File: config.mk
export PLATFORM = sky130hd
export DESIGN_NAME = my_cic_decimator
export DESIGN_NICKNAME = d
export VERILOG_FILES = /design/src/rtl/my_cic_decimator.sv
export SDC_FILE = /design/constraint.sdc
export NUM_CORES = 1
export LEC_CHECK = 0
export ABC_AREA = 1
export CORE_MARGIN = 10
export CORE_UTILIZATION = 57
export DETAILED_ROUTE_END_ITERATION = 8
export PLACE_DENSITY = 0.86
export SLEW_MARGIN = 20
export SYNTH_ARGS = -nofsm -noshare
export SYNTH_HDL_FRONTEND = slang
export SYNTH_SLANG_ARGS = --single-unit
File: constraint.sdc
create_clock -name clk -period 4.2 [get_ports clk]
set_input_delay 0.42 -clock clk [delete_from_list [all_inputs] [get_ports clk]]
set_output_delay 0.42 -clock clk [all_outputs]
set_load 0.01 [all_outputs]
File: src/rtl/my_cic_decimator.sv
// N-stage CIC decimator, differential delay 1: gated integrators, phase counter,
// wrap-token pipeline that snapshots the last integrator, comb chain on the strobe.
module my_cic_decimator #(
    parameter int unsigned IN_WIDTH         = 12,
    parameter int unsigned OUT_WIDTH        = 10,
    parameter int unsigned DECIMATION       = 8,
    parameter int unsigned DECIMATION_WIDTH = 3,
    parameter int unsigned STAGES           = 3
) (
    input  logic                        clk,
    input  logic                        reset_n,
    input  logic signed [IN_WIDTH-1:0]  in_data,
    input  logic                        in_valid,
    output logic signed [OUT_WIDTH-1:0] out_data,
    output logic                        out_valid
);

    localparam int unsigned FULL  = IN_WIDTH + STAGES * DECIMATION_WIDTH;
    localparam int unsigned SHIFT = FULL - OUT_WIDTH;

    logic signed [FULL-1:0]             in_ext;
    logic signed [FULL-1:0]             integ_q [STAGES];
    logic signed [FULL-1:0]             integ_d [STAGES];
    logic [DECIMATION_WIDTH-1:0]        phase_q, phase_d;
    logic                               wrap_c;
    logic                               tok_q   [STAGES+1];
    logic signed [FULL-1:0]             snap_q  [STAGES+1];
    logic signed [FULL-1:0]             dly_q   [STAGES];
    logic signed [FULL-1:0]             dly_d   [STAGES];
    logic signed [FULL-1:0]             comb_acc;
    logic signed [OUT_WIDTH-1:0]        out_d;
    logic signed [OUT_WIDTH-1:0]        out_data_q;
    logic                               out_valid_q;
    logic                               strobe;

    assign in_ext    = {{(FULL-IN_WIDTH){in_data[IN_WIDTH-1]}}, in_data};
    assign strobe    = tok_q[STAGES];
    assign out_data  = out_data_q;
    assign out_valid = out_valid_q;

    // Integrator cascade and phase counter, both frozen while in_valid is low
    always_comb begin
        integ_d = integ_q;
        phase_d = phase_q;
        wrap_c  = 1'b0;
        if (in_valid) begin
            integ_d[0] = integ_q[0] + in_ext;
            for (int k = 1; k < STAGES; k++) begin
                integ_d[k] = integ_q[k] + integ_q[k-1];
            end
            wrap_c  = (phase_q == DECIMATION_WIDTH'(DECIMATION - 1));
            phase_d = wrap_c ? '0 : phase_q + DECIMATION_WIDTH'(1);
        end
    end

    // Comb chain evaluated on the snapshot that reaches the end of the token pipeline
    always_comb begin
        comb_acc = snap_q[STAGES];
        for (int k = 0; k < STAGES; k++) begin
            dly_d[k] = comb_acc;
            comb_acc = comb_acc - dly_q[k];
        end
        out_d = OUT_WIDTH'(comb_acc >>> SHIFT);
    end

    always_ff @(posedge clk or negedge reset_n) begin
        if (!reset_n) begin
            phase_q     <= '0;
            out_data_q  <= '0;
            out_valid_q <= 1'b0;
            for (int k = 0; k < STAGES; k++) begin
                integ_q[k] <= '0;
                dly_q[k]   <= '0;
            end
            for (int j = 0; j <= STAGES; j++) begin
                tok_q[j]  <= 1'b0;
                snap_q[j] <= '0;
            end
        end else begin
            integ_q   <= integ_d;
            phase_q   <= phase_d;
            tok_q[0]  <= wrap_c;
            if (wrap_c) begin
                snap_q[0] <= integ_d[STAGES-1];
            end
            // Snapshot travels with its token so back-to-back input cannot corrupt it
            for (int j = 1; j <= STAGES; j++) begin
                tok_q[j] <= tok_q[j-1];
                if (tok_q[j-1]) begin
                    snap_q[j] <= snap_q[j-1];
                end
            end
            out_valid_q <= strobe;
            if (strobe) begin
                dly_q      <= dly_d;
                out_data_q <= out_d;
            end
        end
    end

endmodule

==> summary.txt, run 1 <==
Run
  – Max-cap violations: 0

Synth
  – Average instance area after synthesis: 7.968 um2
  – Leading register cell type out of synthesis: dfrtp_1
  – Cell count after synthesis: 1803
  – Flop and latch count out of synthesis: 228
  – Area of the mapped netlist: 0.01437 mm2
  – Number of nets in the synthesized netlist: 1944
  – Count of flip-flops with a built-in enable after synthesis: 0
  – Synth area leaders: dfrtp_1, ha_1, nand2_1
  – Asr flop ratio synth: 1.000
  – Area share of the largest cell type after synthesis: 0.3971
  – Sequential-to-total area share from yosys stat: 0.3971
  – Count of different cell masters after synthesis: 54
  – Library cell with the largest summed area after synthesis: dfrtp_1
  – Syn. warnings: 0

Setup path
  – Cells along the critical path: inv_1 > ha_1 > a21oi_2 > nand2_4 > buf_4 > a21oi_4 > inv_1 > a21oi_2 > xnor2_2 > ha_1 > a21oi_1 > o21ai_1 > o21bai_2 > buf_4 > xor2_4 > ha_4 > nand2_2 > nor3_1 > buf_4 > nand3_1 > nand3_1 > nand2_1 > a31oi_1
  – Category of the worst setup path capture point: register
  – Kind of cell adding the most delay to the critical path: compound AO/OA/AOI/OAI gates
  – Most common cell type on the critical path: buf_4
  – Worst setup path category: reg2reg
  – Required time at the worst-slack endpoint: 4.64 ns
  – Largest stage delay on the critical path: 0.33 ns
  – Largest driver fanout on the critical path: 5
  – CP Buf/Inv Count: 5
  – Cell with the largest stage delay on the worst path: ha_1
  – Reg2Reg Setup Slack: -0.36 ns
  – WP data arrival: 5.00 ns
  – Worst Setup Start Kind: register

Route
  – Post-DR wirelength/cell: 17.00 um
  – Total Routed Length: 39.06 mm
  – Post-DRT Antenna Nets: 0
  – Via density: 5.718
  – DRC violations left: 0
  – Routed vias: 13134
  – DR pass1 iterations: 8
  – Number of DRC markers after the initial detailed-route iteration: 952

Timing
  – Setup clock skew after layout: 0.01475 ns
  – Transition time at the pin with the least slew margin: 1.005 ns
  – Final setup vio count: 9
  – Relative slew slack: 0.3302
  – Final hold violation count: 0
  – Final critical-path setup slack: -0.3608 ns
  – Time the worst path needs with I/O delays and setup: 4.561 ns
  – RSZ-0062 raised after global routing: true
  – Final-report max-slew violation count: 0
  – Period Utilization, post-route: 1.086
  – Max Freq: 219.3 MHz

Status
  – Result of the run: complete, but fails checks
  – Violated checks: setup timing

Placed design
  – Global placer's final weighted congestion: 0.9214
  – Buffers on Ports: 25
  – Detailed placement HPWL: 26.02 mm
  – Cells after DPL: 2231

Die
  – Initial core utilization: 0.5755
  – Io pins: 26
  – Core outline area: 0.02496 mm2
  – # rows: 58
  – DIE AREA: 0.03195 mm2
  – Horizontal die dimension: 178.8 um
  – Height of the die: 178.8 um

Finish
  – Top library cells by usage in the layout, fill and taps aside: nand2_1, dfrtp_1, inv_1, o21ai_0, buf_4
  – Final std cells w/o fill: 2297
  – Count of antenna diodes in the layout: 0
  – Share of layout cells above drive strength 1: 0.1845
  – Growth of design area from synthesis to finish: 22.31%
  – Most common cell after layout, fill and taps aside: nand2_1
  – Net count reported at finish: 2092
  – Share of the core filled with cells in the final layout: 0.7039

Clock network
  – Clock network latency to the later pin of the worst-skew pair: 0.54 ns
  – Clock tree from TritonCTS: built
  – Maximum root-to-sink buffer count: 3
  – Inserted Clock Buffers: 25
  – Clock tree root driver cell: clkbuf_16
  – Clock-pin slew reported for the worst setup and hold paths after clock tree synthesis: 0.06 ns
  – # hold bufs at CTS: 0
  – Total clock sinks: 228
  – Level count of the clock H-tree: 1

GRT
  – Vias in the first global route: 12998
  – Total global routing overflow: 0
  – Initial antenna violation count: 0
  – Overall Global Routing Usage: 0.2265
  – Largest net degree at the start of global routing: 129
  – Global-route wire length before repair: 60.61 mm

Hold path
  – Type of the tightest min-delay check: in2async
-- cell usage after synthesis (8+ instances only) --
| master | count |
|---|---|
| ha_1 | 121 |
| mux2_2 | 18 |
| nor2_1 | 109 |
| a31oi_1 | 20 |
| xnor2_1 | 36 |
| xor2_1 | 40 |
| nand2_1 | 403 |
| a21oi_1 | 132 |
| nand3_1 | 74 |
| dfrtp_1 | 228 |
| o21ai_0 | 190 |
| inv_1 | 209 |
| o21bai_1 | 8 |
| nor3_1 | 23 |
| clkbuf_1 | 41 |
| a21oi_2 | 9 |
| nand4_1 | 25 |
| o21ai_1 | 20 |
| a21o_1 | 11 |
-- metrics by stage --
step / worst slack (ns) / hold WS [ns] / cell area, um2 / TNS [ns]
finish: -0.3608 / 0.002610 / 17570 / -1.819
global route: -0.4841 / 0.09559 / 17570 / -3.377
detailed placement: -0.3568 / 0.4699 / 15800 / -1.620
CTS: -0.1166 / 0.05794 / 16850 / -0.3730
global placement: -0.1733 / 0.4574 / 15800 / -0.5283
floorplan: 0.01482 / 0.1244 / 14400 / 0
-- final cells by class --
type                       instances  area [um2]
clock buffer                      37       730.7
clock inverter                     6       61.31
fill                            1816        7392
inverter                         212       795.8
multi-input combinational       1318        8527
sequential                       228        5710
tap                              330       412.9
timing repair buffer             166        1334
-- kinds of logic (layout without fill, tap and decap cells) --
group	after synthesis	after routing	share of synthesized area
AND/OR/NAND/NOR	664	664	0.1938
flip-flops	228	228	0.3971
AO/OA/AOI/OAI	433	433	0.1684
buffers and inverters	257	421	0.06724
adder cells (fa/ha/maj)	126	126	0.1123
XOR/XNOR	76	76	0.04633
multiplexers	19	19	0.01481
-- what timing repair did --
item / CTS / global route
setup buffers: 15 / 10
gates resized for setup: 44 / 117
pin swaps: 42 / 71
setup endpoints to repair: 10 / 10
-- metal layers --
metal,vias up,part of all wire,track usage
li1,6330,-,-
met1,6201,0.41,0.2756
met2,446,0.49,0.4002
met3,157,0.044,0.02506
met4,0,0.051,0.09370
met5,-,0,0
-- flip-flops by register name, indices dropped and copies added, names as in the netlist --
signal / cells
dly_d: 21
tok_q: 3
phase_q: 3
out_data: 10
integ_q: 63
out_valid: 1
strobe: 1
dly_q: 63
snap_q: 63
-- worst paths after layout --
path,startpoint,to,cells past startpoint
setup / recovery,dly_q[45]$_DFFE_PN0P_,out_data[6]$_DFFE_PN0P_,23
hold / removal,reset_n,dly_q[46]$_DFFE_PN0P_,1
setup reg to reg,dly_q[45]$_DFFE_PN0P_,out_data[6]$_DFFE_PN0P_,23
hold reg to reg,out_data[4]$_DFFE_PN0P_,out_data[4]$_DFFE_PN0P_,2
max in group asynchronous,reset_n,snap_q[80]$_DFFE_PN0P_,2
min in group clk,out_data[4]$_DFFE_PN0P_,out_data[4]$_DFFE_PN0P_,2
Power of run 1 is left out: the tool's default activity adds up to more than one toggle a clock period on the data nets, which glitch-free logic cannot reach.
==> inputs of run 2 (changes only) <==
--- a/config.mk
+++ b/config.mk
@@ -8,6 +8,7 @@
 export ABC_AREA = 1
 export CORE_MARGIN = 10
 export CORE_UTILIZATION = 57
+export CTS_CLUSTER_DIAMETER = 50
 export DETAILED_ROUTE_END_ITERATION = 8
 export PLACE_DENSITY = 0.86
 export SLEW_MARGIN = 20
==> summary.txt, run 2 (synthesized netlist as in run 1, its figures left out) <==
Status
  – Result of the run: complete, but fails checks
  – Violated checks: hold timing, setup timing

Finish
  – Top library cells by usage in the layout, fill and taps aside: nand2_1, dfrtp_1, inv_1, o21ai_0, buf_4
  – Design Area, Final: 0.01794 mm2 (+2.1%)
  – Combined area of the multi-input logic cells: 0.008657 mm2 (+1.5%)
  – Share of layout cells above drive strength 1: 0.1999 (+0.01535)
  – Count of antenna diodes in the layout: 0 (unchanged)
  – Most common cell after layout, fill and taps aside: nand2_1
  – Fillers: 1746 (-3.9%)
  – Net count reported at finish: 2102 (+0.48%)
  – Largest registers: dly_q (63), integ_q (63), snap_q (63)
  – Growth of design area from synthesis to finish: 24.86%
  – FF/Latch Area: 0.005710 mm2 (unchanged)

Setup path
  – WP data arrival: 5.13 ns (+0.13 ns)
  – Reg2Reg Setup Slack: -0.47 ns (-0.10 ns)
  – Largest driver fanout on the critical path: 5 (unchanged)
  – Category of the worst setup path capture point: register
  – Worst setup path category: reg2reg
  – Depth of the worst register-to-register path: 24 (+4.3%)
  – Required time at the worst-slack endpoint: 4.67 ns (+0.03 ns)
  – Worst Setup Start Kind: register

Timing
  – Final-layout worst hold slack: -0.006138 ns (-0.008748 ns)
  – Max Freq: 214.3 MHz (-2.2%)
  – Final-report max-slew violation count: 0 (unchanged)
  – Total Negative Setup Slacks: -3.423 ns (-1.604 ns)
  – Relative slew slack: 0.3103 (-0.01993)
  – Final critical-path setup slack: -0.4656 ns (-0.1047 ns)
  – Time the worst path needs with I/O delays and setup: 4.666 ns (+0.1047 ns)
  – Period Utilization, post-route: 1.111 (+0.02494)
  – RSZ-0062 raised after global routing: true
  – Final hold violation count: 2 (+2)
  – Setup clock skew after layout: 0.01221 ns (-0.002535 ns)
  – Transition time at the pin with the least slew margin: 1.035 ns (+0.02989 ns)
  – Final setup vio count: 10 (+1)

Die
  – Core outline area: 0.02496 mm2 (unchanged)
  – Initial core utilization: 0.5755 (unchanged)
  – Io pins: 26 (unchanged)
  – # rows: 58 (unchanged)
  – Horizontal die dimension: 178.8 um (unchanged)
  – DIE AREA: 0.03195 mm2 (unchanged)
  – Height of the die: 178.8 um (unchanged)

Placed design
  – Detailed placement HPWL: 26.02 mm (unchanged)
  – Buffers on Ports: 25 (unchanged)
  – Placed cell areas: 0.01580 mm2 (unchanged)
  – Global placer's final weighted congestion: 0.9214 (unchanged)
  – Pre-CTS setup slack: -0.3568 ns (unchanged)

Run
  – Max-cap violations: 0 (unchanged)

Route
  – DRC violations left: 0 (unchanged)
  – Via density: 5.932 (+3.7%)
  – Post-DR wirelength/cell: 18.32 um (+7.8%)
  – Total Routed Length: 42.35 mm (+8.4%)
  – DR pass1 iterations: 7 (-1)
  – Number of DRC markers after the initial detailed-route iteration: 1064 (+12%)
  – Routed vias: 13709 (+4.4%)
  – Post-DRT Antenna Nets: 0 (unchanged)

Clock network
  – Clock tree root driver cell: clkbuf_16
  – Clock tree from TritonCTS: built
  – Inserted Clock Buffers: 29 (+16%)
  – Clock-pin slew reported for the worst setup and hold paths after clock tree synthesis: 0.06 ns (about the same)
  – Clock network latency to the later pin of the worst-skew pair: 0.56 ns (+0.02 ns)
  – Level count of the clock H-tree: 1 (unchanged)
  – Total clock sinks: 228 (unchanged)
  – Maximum root-to-sink buffer count: 3 (unchanged)

GRT
  – Vias in the first global route: 13120 (+0.94%)
  – Largest net degree at the start of global routing: 129 (unchanged)
  – Initial antenna violation count: 0 (unchanged)
  – Global-route wire length before repair: 62.67 mm (+3.4%)
  – Total global routing overflow: 0 (unchanged)
  – Overall Global Routing Usage: 0.2350 (+0.008540)

Hold path
  – Type of the tightest min-delay check: in2async
-- run 2: changes by cell type in the layout (fill, tap and decap cells not counted), moves of 3 or more --
cell | previous run | this run
inv_2 | 11 | 14
clkbuf_16 | 25 | 29
a21oi_4 | 7 | 11
inv_1 | 200 | 197
nand2_2 | 16 | 20
inv_8 | 0 | 3
nand2_1 | 384 | 377
a21oi_2 | 26 | 23
ha_1 | 104 | 101
buf_4 | 138 | 145
nor2_4 | 5 | 8
-- run 2: per-stage QoR --
| stage | utilization | instances |
|---|---|---|
| after floorplan | - | 1803 |
| after global placement | 0.6328 | 2231 |
| after detailed placement | 0.6328 | 2231 |
| after CTS | 0.6881 | 2300 |
| after global routing | 0.7185 | 2311 |
| final | 0.7185 | 2311 |
-- run 2: routing by layer --
metal,part of all wire,global-route usage,routed length [um],vias up
met5,0,0,0,-
met4,0.068,0.09680,2860,0
li1,-,-,-,6362
met2,0.49,0.4161,20570,601
met3,0.055,0.02570,2342,255
met1,0.39,0.2856,16570,6491
-- run 2: worst max-delay path, stage by stage, from the launching register on --
cell and delay (ns):
dfrtp_1 0.43, ha_4 0.20, fa_2 0.36, inv_2 0.08
nand3_2 0.09, nand2_4 0.11, a31o_4 0.19, a31oi_4 0.13
xnor2_2 0.30, ha_4 0.31, a21oi_2 0.17, o21a_1 0.15
o21ai_2 0.07, a21oi_2 0.19, o21bai_2 0.10, buf_4 0.16
xor2_4 0.16, ha_4 0.32, nand2_2 0.12, nor3_1 0.26
buf_4 0.16, nand3_1 0.13, nand3_1 0.12, nand2_1 0.06
a31oi_1 0.20
-- run 2: path summary, 6_finish.rpt --
kind                                                 to                     from
worst max-delay path            out_data[6]$_DFFE_PN0P_    dly_q[42]$_DFFE_PN0P_
worst min-delay path              dly_q[46]$_DFFE_PN0P_                  reset_n
worst max register to register  out_data[6]$_DFFE_PN0P_    dly_q[42]$_DFFE_PN0P_
worst min register to register  out_data[4]$_DFFE_PN0P_  out_data[4]$_DFFE_PN0P_
max in group asynchronous        snap_q[63]$_DFFE_PN0P_                  reset_n
min in group clk                out_data[4]$_DFFE_PN0P_  out_data[4]$_DFFE_PN0P_
-- run 2: repair_timing --
item / in CTS / in global routing
pin swaps: 48 / 75
resized for setup: 61 / 126
setup buffers: 19 / 12
endpoints found under the setup margin: 10 / 10
hold buffers: 0 / 0
-- run 2: area by class of cell --
| type | count | area share |
|---|---|---|
| clock buffers | 38 | 0.04513 |
| clock inverters | 13 | 0.009835 |
| inverters | 212 | 0.04436 |
| multi-input cells | 1318 | 0.4826 |
| flip-flops and latches | 228 | 0.3184 |
| well taps | 330 | 0.02302 |
| repair buffers | 172 | 0.07666 |
Power of run 2 is left out for the same reason.
==> inputs of run 3 (changes only) <==
--- a/config.mk
+++ b/config.mk
@@ -10,7 +10,7 @@
 export CORE_UTILIZATION = 57
 export CTS_CLUSTER_DIAMETER = 50
 export DETAILED_ROUTE_END_ITERATION = 8
-export PLACE_DENSITY = 0.86
+export PLACE_DENSITY_LB_ADDON = 0.15
 export SLEW_MARGIN = 20
 export SYNTH_ARGS = -nofsm -noshare
 export SYNTH_HDL_FRONTEND = slang
==> summary.txt, run 3 (synthesized netlist as in run 1, its figures left out) <==
Status
  – Result of the run: complete, but fails checks
  – Violated checks: setup timing

Setup path
  – Largest stage delay on the critical path: 0.40 ns (-0.03 ns)
  – Kind of cell adding the most delay to the critical path: simple AND/OR/NAND/NOR gates
  – Largest driver fanout on the critical path: 4 (-1)
  – WP data arrival: 4.91 ns (-0.22 ns)
  – Worst setup path category: reg2reg
  – Cell with the largest stage delay on the worst path: dfrtp_1
  – Category of the worst setup path capture point: register
  – Worst Setup Start Kind: register
  – Required time at the worst-slack endpoint: 4.63 ns (-0.04 ns)
  – CP Buf/Inv Count: 2 (-1)

Die
  – Horizontal die dimension: 178.8 um (unchanged)
  – DIE AREA: 0.03195 mm2 (unchanged)
  – Initial core utilization: 0.5755 (unchanged)
  – Core outline area: 0.02496 mm2 (unchanged)
  – Height of the die: 178.8 um (unchanged)
  – # rows: 58 (unchanged)
  – Io pins: 26 (unchanged)

Finish
  – Most common cell after layout, fill and taps aside: nand2_1
  – Count of antenna diodes in the layout: 0 (unchanged)
  – Top library cells by usage in the layout, fill and taps aside: nand2_1, dfrtp_1, inv_1, o21ai_0, buf_4
  – Net count reported at finish: 2108 (+0.29%)
  – Share of layout cells above drive strength 1: 0.2024 (+0.002512)
  – Growth of design area from synthesis to finish: 25.37%
  – Largest registers: dly_q (63), integ_q (63), snap_q (63)

GRT
  – Vias in the first global route: 12400 (-5.5%)
  – Largest net degree at the start of global routing: 125 (-3.1%)
  – Initial antenna violation count: 0 (unchanged)
  – Routing usage on met3: 0.02506 (-0.0006318)
  – Met2 Track Usage GR: 0.3952 (-0.02092)
  – Total global routing overflow: 0 (unchanged)
  – Global routing's busiest layer: met2
  – Global-route track usage on met1: 0.2983 (+0.01264)
  – Global-route wire length before repair: 60.50 mm (-3.5%)
  – Overall Global Routing Usage: 0.2281 (-0.006952)

Timing
  – Final setup vio count: 7 (-3)
  – Relative slew slack: 0.3117 (+0.001414)
  – Final-report max-slew violation count: 0 (unchanged)
  – Final-layout worst hold slack: 0.4770 ns (+0.4832 ns)
  – Final critical-path setup slack: -0.2767 ns (+0.1889 ns)
  – Time the worst path needs with I/O delays and setup: 4.477 ns (-0.1889 ns)
  – Period Utilization, post-route: 1.066 (-0.04498)
  – Final hold violation count: 0 (-2)
  – Transition time at the pin with the least slew margin: 1.032 ns (-0.002121 ns)
  – Max Freq: 223.4 MHz (+4.2%)
  – RSZ-0062 raised after global routing: true
  – Setup clock skew after layout: 0.02413 ns (+0.01192 ns)

Route
  – Post-DRT Antenna Nets: 0 (unchanged)
  – DRC violations left: 0 (unchanged)
  – Routed vias: 12686 (-7.5%)
  – Via density: 5.466 (-7.9%)
  – Total Routed Length: 36.89 mm (-13%)
  – DR pass1 iterations: 7 (unchanged)
  – Number of DRC markers after the initial detailed-route iteration: 766 (-28%)
  – Post-DR wirelength/cell: 15.89 um (-13%)

Placed design
  – Detailed placement HPWL: 25.57 mm (-1.7%)
  – Pre-CTS setup slack: -0.3302 ns (+0.02655 ns)
  – Global placer's final weighted congestion: 0.9091 (-1.3%)
  – Buffers on Ports: 25 (unchanged)

Clock network
  – Inserted Clock Buffers: 31 (+6.9%)
  – Level count of the clock H-tree: 1 (unchanged)
  – Maximum root-to-sink buffer count: 3 (unchanged)
  – Clock network latency to the later pin of the worst-skew pair: 0.56 ns (about the same)
  – Clock tree from TritonCTS: built
  – Total clock sinks: 228 (unchanged)
  – Clock-pin slew reported for the worst setup and hold paths after clock tree synthesis: 0.06 ns (about the same)
  – Clock tree root driver cell: clkbuf_16

Run
  – Max-cap violations: 0 (unchanged)

Hold path
  – Type of the tightest min-delay check: reg2reg
==> run 3: final cells by class <==
type                       instances  area (um2)
multi-input combinational       1318        8587
inverter                         212       795.8
clock buffer                      36       834.6
timing repair buffer             176        1415
sequential                       228        5712
tap                              330       412.9
clock inverter                    21       254.0
fill                            1942        6953
==> run 3: tightest hold or removal path, stage by stage, from the launching register on <==
cell     delay (ns)
dfrtp_1        0.35
nand2_1        0.05
nand2_1        0.05
==> run 3: timing repair <==
| item | in CTS | in global routing |
|---|---|---|
| hold buffers | 1 | 0 |
| buffers inserted | 16 | 12 |
| resized for setup | 72 | 92 |
| pin swaps | 40 | 48 |
| hold endpoints to repair | 53 | 0 |
| endpoints found under the setup margin | 10 | 10 |
==> run 3: final timing paths <==
check                                             from                 endpoint  slack (ns)  cells past startpoint
worst max register to register   dly_q[42]$_DFFE_PN0P_  out_data[9]$_DFFE_PN0P_       -0.28                     27
min in group asynchronous                      reset_n    dly_q[49]$_DFFE_PN0P_        0.53                      2
worst min-delay path            phase_q[2]$_DFFE_PN0P_   phase_q[2]$_DFFE_PN0P_        0.48                      2
max in group asynchronous                      reset_n       tok_q[3]$_DFF_PN0_        2.69                      3
worst min register to register  phase_q[2]$_DFFE_PN0P_   phase_q[2]$_DFFE_PN0P_        0.48                      2
worst max-delay path             dly_q[42]$_DFFE_PN0P_  out_data[9]$_DFFE_PN0P_       -0.28                     27
==> run 3: metrics by stage <==
stage	cells	setup TNS (ns)	instance area, um2	utilization
floorplan	1803	0	14400	-
global placement	2236	-0.8883	15830	0.6343
detailed placement	2236	-1.625	15830	0.6343
CTS	2310	-0.3358	17470	0.6996
global route	2321	-2.616	18010	0.7215
finish	2321	-0.8957	18010	0.7215
==> run 3: routing by layer <==
layer  routed length [um]  vias up
li1                     -     6370
met1                16680     6011
met2                18030      239
met3                 1378       66
met4                  807        0
met5                    0        -
Power of run 3 is left out for the same reason.
